### src/rtl/uart_tx_sched_pkg.sv
// Shared types and constants for the COREUART transmit scheduler.
// Used by the arbiter top and its round-robin picker.
package uart_tx_sched_pkg;

  typedef enum logic [1:0] {
    ST_IDLE     = 2'd0,
    ST_WRITE    = 2'd1,
    ST_SETTLE   = 2'd2,
    ST_WAIT_RDY = 2'd3
  } state_t;

  localparam int DEF_NUM_REQ       = 4;
  localparam int DEF_SETTLE_CYCLES = 2;
  localparam int DEF_LOCK_TIMEOUT  = 255;
  localparam int STALL_W           = 16;
  localparam int SETTLE_W          = 4;

  function automatic int idx_w(input int n);
    return (n > 1) ? $clog2(n) : 1;
  endfunction

endpackage

### src/rtl/uart_tx_sched_rr_pick.sv
// Combinational round-robin picker: scans from ptr+1 upward, wrapping at
// NUM_REQ-1, and returns the first active request as one-hot plus index.
module uart_rr_pick
  import uart_tx_sched_pkg::*;
#(
  parameter int NUM_REQ = DEF_NUM_REQ,
  localparam int IW     = idx_w(NUM_REQ)
) (
  input  logic [NUM_REQ-1:0] i_req,
  input  logic [IW-1:0]      i_ptr,
  output logic [NUM_REQ-1:0] o_onehot,
  output logic [IW-1:0]      o_idx
);

  logic [IW:0]   w_sum;
  logic [IW-1:0] w_cand;
  logic          w_found;

  always_comb begin
    o_onehot = '0;
    o_idx    = '0;
    w_found  = 1'b0;
    w_sum    = '0;
    w_cand   = '0;
    for (int k = 1; k <= NUM_REQ; k++) begin
      // ptr < NUM_REQ and k <= NUM_REQ, so one subtraction is enough to wrap
      w_sum = {1'b0, i_ptr} + (IW+1)'(k);
      if (w_sum >= (IW+1)'(NUM_REQ)) begin
        w_sum = w_sum - (IW+1)'(NUM_REQ);
      end
      w_cand = w_sum[IW-1:0];
      if (!w_found && i_req[w_cand]) begin
        w_found          = 1'b1;
        o_idx            = w_cand;
        o_onehot[w_cand] = 1'b1;
      end
    end
  end

endmodule

### src/rtl/uart_tx_sched.sv
// Shares one COREUART transmitter among NUM_REQ byte-stream requesters with
// round-robin packet-locked arbitration, write strobing and stall timeout.
module uart_tx_sched
  import uart_tx_sched_pkg::*;
#(
  parameter int NUM_REQ       = DEF_NUM_REQ,
  parameter int SETTLE_CYCLES = DEF_SETTLE_CYCLES,
  parameter int LOCK_TIMEOUT  = DEF_LOCK_TIMEOUT
) (
  input  logic                 i_clk,
  input  logic                 i_reset,
  input  logic [NUM_REQ-1:0]   i_req_valid,
  input  logic [8*NUM_REQ-1:0] i_req_data,
  input  logic [NUM_REQ-1:0]   i_req_last,
  output logic [NUM_REQ-1:0]   o_req_ready,
  output logic [NUM_REQ-1:0]   o_grant,
  output logic [NUM_REQ-1:0]   o_abort,
  output logic                 o_busy,
  input  logic                 i_txrdy,
  output logic                 o_csn,
  output logic                 o_wen,
  output logic                 o_oen,
  output logic [7:0]           o_data_in
);

  localparam int IW = idx_w(NUM_REQ);

  state_t               r_state, w_state_next;
  logic [NUM_REQ-1:0]   r_grant, r_abort;
  logic [IW-1:0]        r_gidx, r_ptr;
  logic                 r_csn, r_wen, r_last;
  logic [7:0]           r_data;
  logic [SETTLE_W-1:0]  r_settle_cnt;
  logic [STALL_W-1:0]   r_stall_cnt;

  logic [7:0]           w_bytes [NUM_REQ];
  logic [NUM_REQ-1:0]   w_win_onehot;
  logic [IW-1:0]        w_win_idx;
  logic                 w_valid_g, w_last_g;
  logic                 w_start, w_accept, w_timeout, w_settle_done, w_done;

  for (genvar gi = 0; gi < NUM_REQ; gi++) begin : g_bytes
    assign w_bytes[gi] = i_req_data[8*gi +: 8];
  end

  uart_rr_pick #(.NUM_REQ(NUM_REQ)) u_pick (
    .i_req    (i_req_valid),
    .i_ptr    (r_ptr),
    .o_onehot (w_win_onehot),
    .o_idx    (w_win_idx)
  );

  assign w_valid_g     = i_req_valid[r_gidx];
  assign w_last_g      = i_req_last[r_gidx];
  assign w_start       = (r_state == ST_IDLE) && (|i_req_valid) && i_txrdy;
  assign w_accept      = (r_state == ST_WRITE) && w_valid_g && i_txrdy;
  assign w_timeout     = (r_state == ST_WRITE) && !w_valid_g &&
                         (r_stall_cnt == STALL_W'(LOCK_TIMEOUT - 1));
  assign w_settle_done = (r_state == ST_SETTLE) &&
                         (r_settle_cnt == SETTLE_W'(SETTLE_CYCLES - 1));
  assign w_done        = (r_state == ST_WAIT_RDY) && i_txrdy && r_last;

  always_ff @(posedge i_clk or posedge i_reset) begin
    if (i_reset) r_state <= ST_IDLE;
    else         r_state <= w_state_next;
  end

  always_comb begin
    w_state_next = r_state;
    case (r_state)
      ST_IDLE:     if (w_start) w_state_next = ST_WRITE;
      ST_WRITE: begin
        if (w_accept)       w_state_next = ST_SETTLE;
        else if (w_timeout) w_state_next = ST_IDLE;
      end
      ST_SETTLE:   if (w_settle_done) w_state_next = ST_WAIT_RDY;
      ST_WAIT_RDY: if (i_txrdy) w_state_next = r_last ? ST_IDLE : ST_WRITE;
      default:     w_state_next = ST_IDLE;
    endcase
  end

  always_comb begin
    o_req_ready = '0;
    if ((r_state == ST_WRITE) && i_txrdy) o_req_ready = r_grant & i_req_valid;
    o_busy = (r_state != ST_IDLE);
  end

  always_ff @(posedge i_clk or posedge i_reset) begin
    if (i_reset) begin
      r_grant      <= '0;
      r_abort      <= '0;
      r_gidx       <= '0;
      r_ptr        <= IW'(NUM_REQ - 1);
      r_csn        <= 1'b1;
      r_wen        <= 1'b1;
      r_last       <= 1'b0;
      r_data       <= 8'h00;
      r_settle_cnt <= '0;
      r_stall_cnt  <= '0;
    end else begin
      // strobes are low only in the cycle right after a byte is accepted
      r_csn   <= !w_accept;
      r_wen   <= !w_accept;
      r_abort <= '0;
      if (w_start) begin
        r_grant     <= w_win_onehot;
        r_gidx      <= w_win_idx;
        r_stall_cnt <= '0;
      end
      if (w_accept) begin
        r_data       <= w_bytes[r_gidx];
        r_last       <= w_last_g;
        r_settle_cnt <= '0;
        r_stall_cnt  <= '0;
      end else if ((r_state == ST_WRITE) && !w_valid_g) begin
        if (w_timeout) begin
          r_abort     <= r_grant;
          r_grant     <= '0;
          r_ptr       <= r_gidx;
          r_stall_cnt <= '0;
        end else begin
          r_stall_cnt <= r_stall_cnt + STALL_W'(1);
        end
      end
      if (r_state == ST_SETTLE) r_settle_cnt <= r_settle_cnt + SETTLE_W'(1);
      if (w_done) begin
        r_grant <= '0;
        r_ptr   <= r_gidx;
      end
    end
  end

  assign o_grant   = r_grant;
  assign o_abort   = r_abort;
  assign o_csn     = r_csn;
  assign o_wen     = r_wen;
  assign o_oen     = 1'b1;
  assign o_data_in = r_data;

endmodule

### config.mk
export PLATFORM = sky130hd
export DESIGN_NAME = uart_tx_sched
export DESIGN_NICKNAME = d
export VERILOG_FILES = /design/src/rtl/uart_tx_sched_pkg.sv /design/src/rtl/uart_tx_sched_rr_pick.sv /design/src/rtl/uart_tx_sched.sv
export SDC_FILE = /design/constraint.sdc
export NUM_CORES = 1
export LEC_CHECK = 0
export ABC_AREA = 1
export CAP_MARGIN = 30
export CORE_MARGIN = 2
export CORE_UTILIZATION = 55
export DETAILED_ROUTE_END_ITERATION = 12
export PLACE_DENSITY = 0.86
export SYNTH_ARGS = -nofsm -noshare
export SYNTH_HDL_FRONTEND = slang
export SYNTH_SLANG_ARGS = --single-unit
### constraint.sdc
create_clock -name i_clk -period 3.3 [get_ports i_clk]
set_clock_uncertainty 0.1 [all_clocks]
set_input_delay 0.66 -clock i_clk [delete_from_list [all_inputs] [get_ports i_clk]]
set_output_delay 0.66 -clock i_clk [all_outputs]
set_load 0.03 [all_outputs]
Word level (Yosys, flattened, before mapping)
Cells that the tools add are included.
{"block": "word_totals", "register_bits": 44, "latch_bits": 0, "ram_bits": 0, "mem_bits_ro": 0, "inputBits": 43, "output_inout_bits": 24, "wordCells": 144, "memories": 0}
{"block": "classes", "add_sub_neg": 10, "n_mul": 0, "div": 0, "n_lt_le_gt_ge": 14, "n_eq_ne": 10, "n_shift": 0, "muxes": 64, "n_bitwise": 5, "n_reduce_logical": 31}
{"cell": "$mux W16", "count": 4}
{"cell": "$mux W4", "count": 15}
{"cell": "$mux W2", "count": 17}
{"cell": "$logic_and A1 B1 Y1", "count": 17}
{"cell": "$add A16 B1 Y16 const B", "count": 1}
{"cell": "$bmux W8 S2", "count": 1}
{"cell": "$eq A16 B8 Y1 const B", "count": 1}
{"cell": "$mux W8", "count": 2}
{"cell": "$ge A3 B3 Y1 const B", "count": 5}
{"cell": "$lt A2 B3 Y1 const B", "count": 5}
{"cell": "$mux W1", "count": 14}
{"cell": "$bmux W1 S2", "count": 6}
{"cell": "$or A4 B4 Y4", "count": 3}
{"cell": "$demux W1 S2", "count": 4}
{"cell": "$ge A2 B1 Y1 const B", "count": 4}
{"cell": "$pmux W2 S4", "count": 1}
{"cell": "$reduce_bool A2 Y1", "count": 4}
{"cell": "$sub A2 B1 Y2 const B", "count": 4}
{"cell": "$add A2 B2 Y3 const B", "count": 2}
{"cell": "$ne A2 B2 Y1 const B", "count": 3}
{"cell": "$logic_not A1 Y1", "count": 5}
{"cell": "$add A4 B1 Y4 const B", "count": 1}
{"cell": "$and A4 B4 Y4", "count": 1}
{"cell": "$eq A2 B2 Y1 const B", "count": 2}
{"cell": "other kinds (12)", "count": 12}

Longest topological paths before layout
{"block": "logic_depth", "word_depth": 20, "mapped_depth": 11, "depth_no_buf": 11}

Hierarchy
A second synthesis with hierarchy kept.
{"block": "unflattened", "cells_unflattened": 445, "area_unflattened_um2": 3140.5}
{"module": "uart_tx_sched", "instances": 1, "cells_each": 370, "area_each_um2": 2666.3, "seq_area_each_um2": 1104.8}
{"module": "uart_rr_pick", "instances": 1, "cells_each": 75, "area_each_um2": 474.2, "seq_area_each_um2": 0.0}

Least setup slack after synthesis
No wires, ideal clock.
{"block": "synth_timing", "path_kind": "input port to output port", "start": "input port i_txrdy", "end": "output port o_req_ready[2]", "arrival_time_ps": 1588, "required_ps": 2540, "path_slack_ps": 952, "path_stages": 4, "path_buffers": 0, "cell_sequence": "inv_1 nor2_1 inv_1 nor3_1"}
{"block": "synth_via", "elab_chain_len": 2}
{"item": "start: declaration", "line_no": "uart_tx_sched.sv:19", "rtl": "input logic i_txrdy,"}
{"item": "$logic_and A1 B1 Y1", "line_no": "uart_tx_sched.sv:84", "rtl": "if ((r_state == ST_WRITE) && i_txrdy) o_req_ready = r_grant & i_req_valid;"}
{"item": "$mux W4", "line_no": "uart_tx_sched.sv:84"}
{"item": "end: declaration", "line_no": "uart_tx_sched.sv:15", "rtl": "output logic [NUM_REQ-1:0] o_req_ready,"}
Every way passes these cells.

Worst setup path in the final report
Same ends and word-level chain as after synthesis.

==> flow_summary_export.csv <==
group,metric,value,unit
power_and_ir_drop,seq_power_share,0.283,
cells_and_area,design_area,3850,sq um
cts,clock_path_buffers,2,
power_and_ir_drop,power.leakage,0.00181,uW
cts,cts.sink_count,44,
die,start_util,0.562,
logic_synthesis,area_contributors_post_synth,"dfrtp_1, nand2_1, nor2_1",
global_routing,vias_in_the_first_global_route,2864,
placed_design,gpl.final_weighted_congestion,0.915,
sta,timing_worst_slew_pin_value,820,ps
logic_synthesis,synth.ff_latch_count,44,
logic_synthesis,synth.cell_area,3040,sq um
logic_synthesis,syn_avg_cell_area,7.18,sq um
die,io-pin-count,67,
die,fp.coreArea,5410,sq um
global_routing,grt_max_degree,24,
routing,drt_drc_violations_left,0,
cts,cts_inserted_buffers,5,
setup_path,cp_data_required_time,2540,ps
logic_synthesis,synth_unique_cells,30,
run_status,status,"finished clean",
sta,fin_crit_sh,0.949,
global_routing,grt_pass1_wl,12400,um
cells_and_area,most_common_cell_after_layout_fill_and_taps_aside,"nand2_1",
cells_and_area,fin_nets,543,
cts,post_cts_resize_count,0,
cells_and_area,final_std_cells_w_o_fill,561,
cts,clockRootBuffer,"clkbuf_8",
cts,clk_transition_reported_paths,80,ps
sta,max_freq,319,MHz
placed_design,numPlacedInstances,553,
setup_path,critical_path_arrival,2370,ps
routing,drt-pass1-iter-count,5,
power_and_ir_drop,peakVddDrop,0.462,mV
power_and_ir_drop,clkPwrFrac,0.134,
routing,ant_nets,0,
logic_synthesis,synth_fp_nets,478,
sta,setup_tns,0,ps
placed_design,port-buffer-count,65,
sta,timing.final.max_slew_violations,0,
power_and_ir_drop,power_frac_comb,0.583,
die,fp.dieW,78.3,um
routing,detailedRoute.firstIterationViolations,146,
die,die-height,78.3,um
sta,setup_repair_after_global_routing_missed_its_margin,"false",
sta,report.final.hold_viol_count,0,
die,floorplan.rows,27,
global_routing,antenna_found_initial,0,
die,full_die_area,6130,sq um
logic_synthesis,synthesis.instances,423,
job,cap_violations,0,
routing,routed_via_density,5.32,
routing,detail_route.wirelength,7290,um
cts,tritoncts,"built",
placed_design,post_dp_cell_area,3740,sq um
logic_synthesis,yosysSeqAreaShare,0.364,
routing,dr_total_vias,2984,
power_and_ir_drop,swShare,0.494,
power_and_ir_drop,total_net_switching_power,1530,uW
sta,max_slew_headroom,0.450,
cells_and_area,drive_gt1_frac,0.100,
min_path,holdCritPathClass,"reg -> reg",
power_and_ir_drop,power-per-cell-area,802,nW/um^2
setup_path,criticalPathCategory,"in -> out",
cells_and_area,diodes,0,
cells_and_area,syn2layout_area_growth,27.0,%
setup_path,worstSetupEndpointType,"output port",
cts,worstSkewPairLatency,300,ps
logic_synthesis,synth.largest_area_cell,"dfrtp_1",
cts,holdBufCountCts,0,
global_routing,globalRoute.totalOverflow,0,
setup_path,critPathMaxFanout,4,
setup_path,critical_path.startpoint_type,"primary input",
placed_design,place.detailed.hpwl,5710,um
cts,postCtsSetupRepairBufs,0,
logic_synthesis,yosys.area.top_type_share,0.338,
cells_and_area,layout_common_cells,"nand2_1, clkdlybuf4s50_1, nor2_1",
cts,cts_htree_levels,2,
logic_synthesis,synth_warnings,0,
global_routing,grtUsageTotal,0.251,
cells_and_area,fin_util,0.713,
routing,routedWlPerCell,13.0,um
power_and_ir_drop,p_int,1560,uW
sta,min_period,3130,ps
sta,setup_violations,0,
-- logic make-up after synthesis --
group           synth area share
compound gates             0.117
other cells              0.00124
fa+ha+maj                 0.0495
xor+xnor                  0.0231
flops                      0.364
simple gates               0.364
buf+inv                   0.0812
-- worst max-delay path, stage by stage --
cell and delay, ps:
clkdlybuf4s50_1 510, inv_1 70, nor2_1 160, inv_1 110, nor3_1 160, clkdlybuf4s50_1 700
-- sequential cells by signal, summed over array words and instances, names as in the netlist, named ones only --
name,cells
r_stall_cnt,16
r_ptr,2
o_data_in,8
r_state,1
r_last,1
o_grant,4
o_abort,4
r_gidx,2
o_wen,1
r_settle_cnt,4
-- Yosys cell counts --
master,instances
nand2_1,96
nor2_1,58
inv_1,43
dfrtp_1,41
o21ai_0,32
nand3_1,28
o22ai_1,14
a21oi_1,12
ha_1,12
nand4_1,9
nand2_2,8
o21ai_1,8
nand2_4,7
xor2_1,7
nor3_1,6
buf_2,5
inv_2,5
buf_4,4
nand3_2,4
nand3b_1,4
nor2_4,4
dfstp_2,3
nor3_2,3
and3_1,2
buf_1,2
or2_2,2
a21oi_2,1
clkinv_1,1
conb_1,1
xnor2_1,1
-- layout make-up --
cell class	instances	area, sq um
well taps	72	90.1
repair buffers	69	681
clock buffers	5	68.8
multi-input cells	319	1680
flip-flops and latches	44	1100
fillers	433	1550
inverters	49	184
clock inverters	3	42.5
-- power groups by stage --
stage / registers, uW / clock network, uW / logic, uW
2_1_floorplan: 977 / 0 / 1190
3_3_place_gp: 874 / 0 / 1750
3_5_place_dp: 878 / 0 / 1790
4_1_cts: 872 / 414 / 1800
5_1_grt: 896 / 443 / 2000
6_report: 874 / 415 / 1800
-- metrics by stage --
stage          setup slack [ps]  power, uW  hold WS [ps]
6_report                    168       3090           379
2_1_floorplan               952       2160           341
3_5_place_dp                176       2670           364
5_1_grt                    48.6       3330           408
3_3_place_gp                218       2620           358
4_1_cts                     176       3090           376
-- path summary, 6_finish.rpt --
path / to / start / depth (start not counted) / slack (ps)
worst max-delay path: o_req_ready[2] / i_txrdy / 6 / 170
worst min-delay path: r_settle_cnt[3] / r_settle_cnt[3] / 1 / 380
worst max register to register: o_grant[1] / r_ptr[1] / 10 / 1090
worst min register to register: r_settle_cnt[3] / r_settle_cnt[3] / 1 / 380
max in group asynchronous: r_ptr[1] / i_reset / 3 / 1700
min in group asynchronous: r_stall_cnt[1] / i_reset / 2 / 620
-- per-layer routing --
metal  up-vias  routed length, um  global-route usage
met1      1359               3130               0.311
met4         0                119               0.105
met2       110               3550               0.418
met5         -                  0                   0
li1       1502                  -                   -
met3        13                499              0.0621
Power figures use the tool's default switching activity.
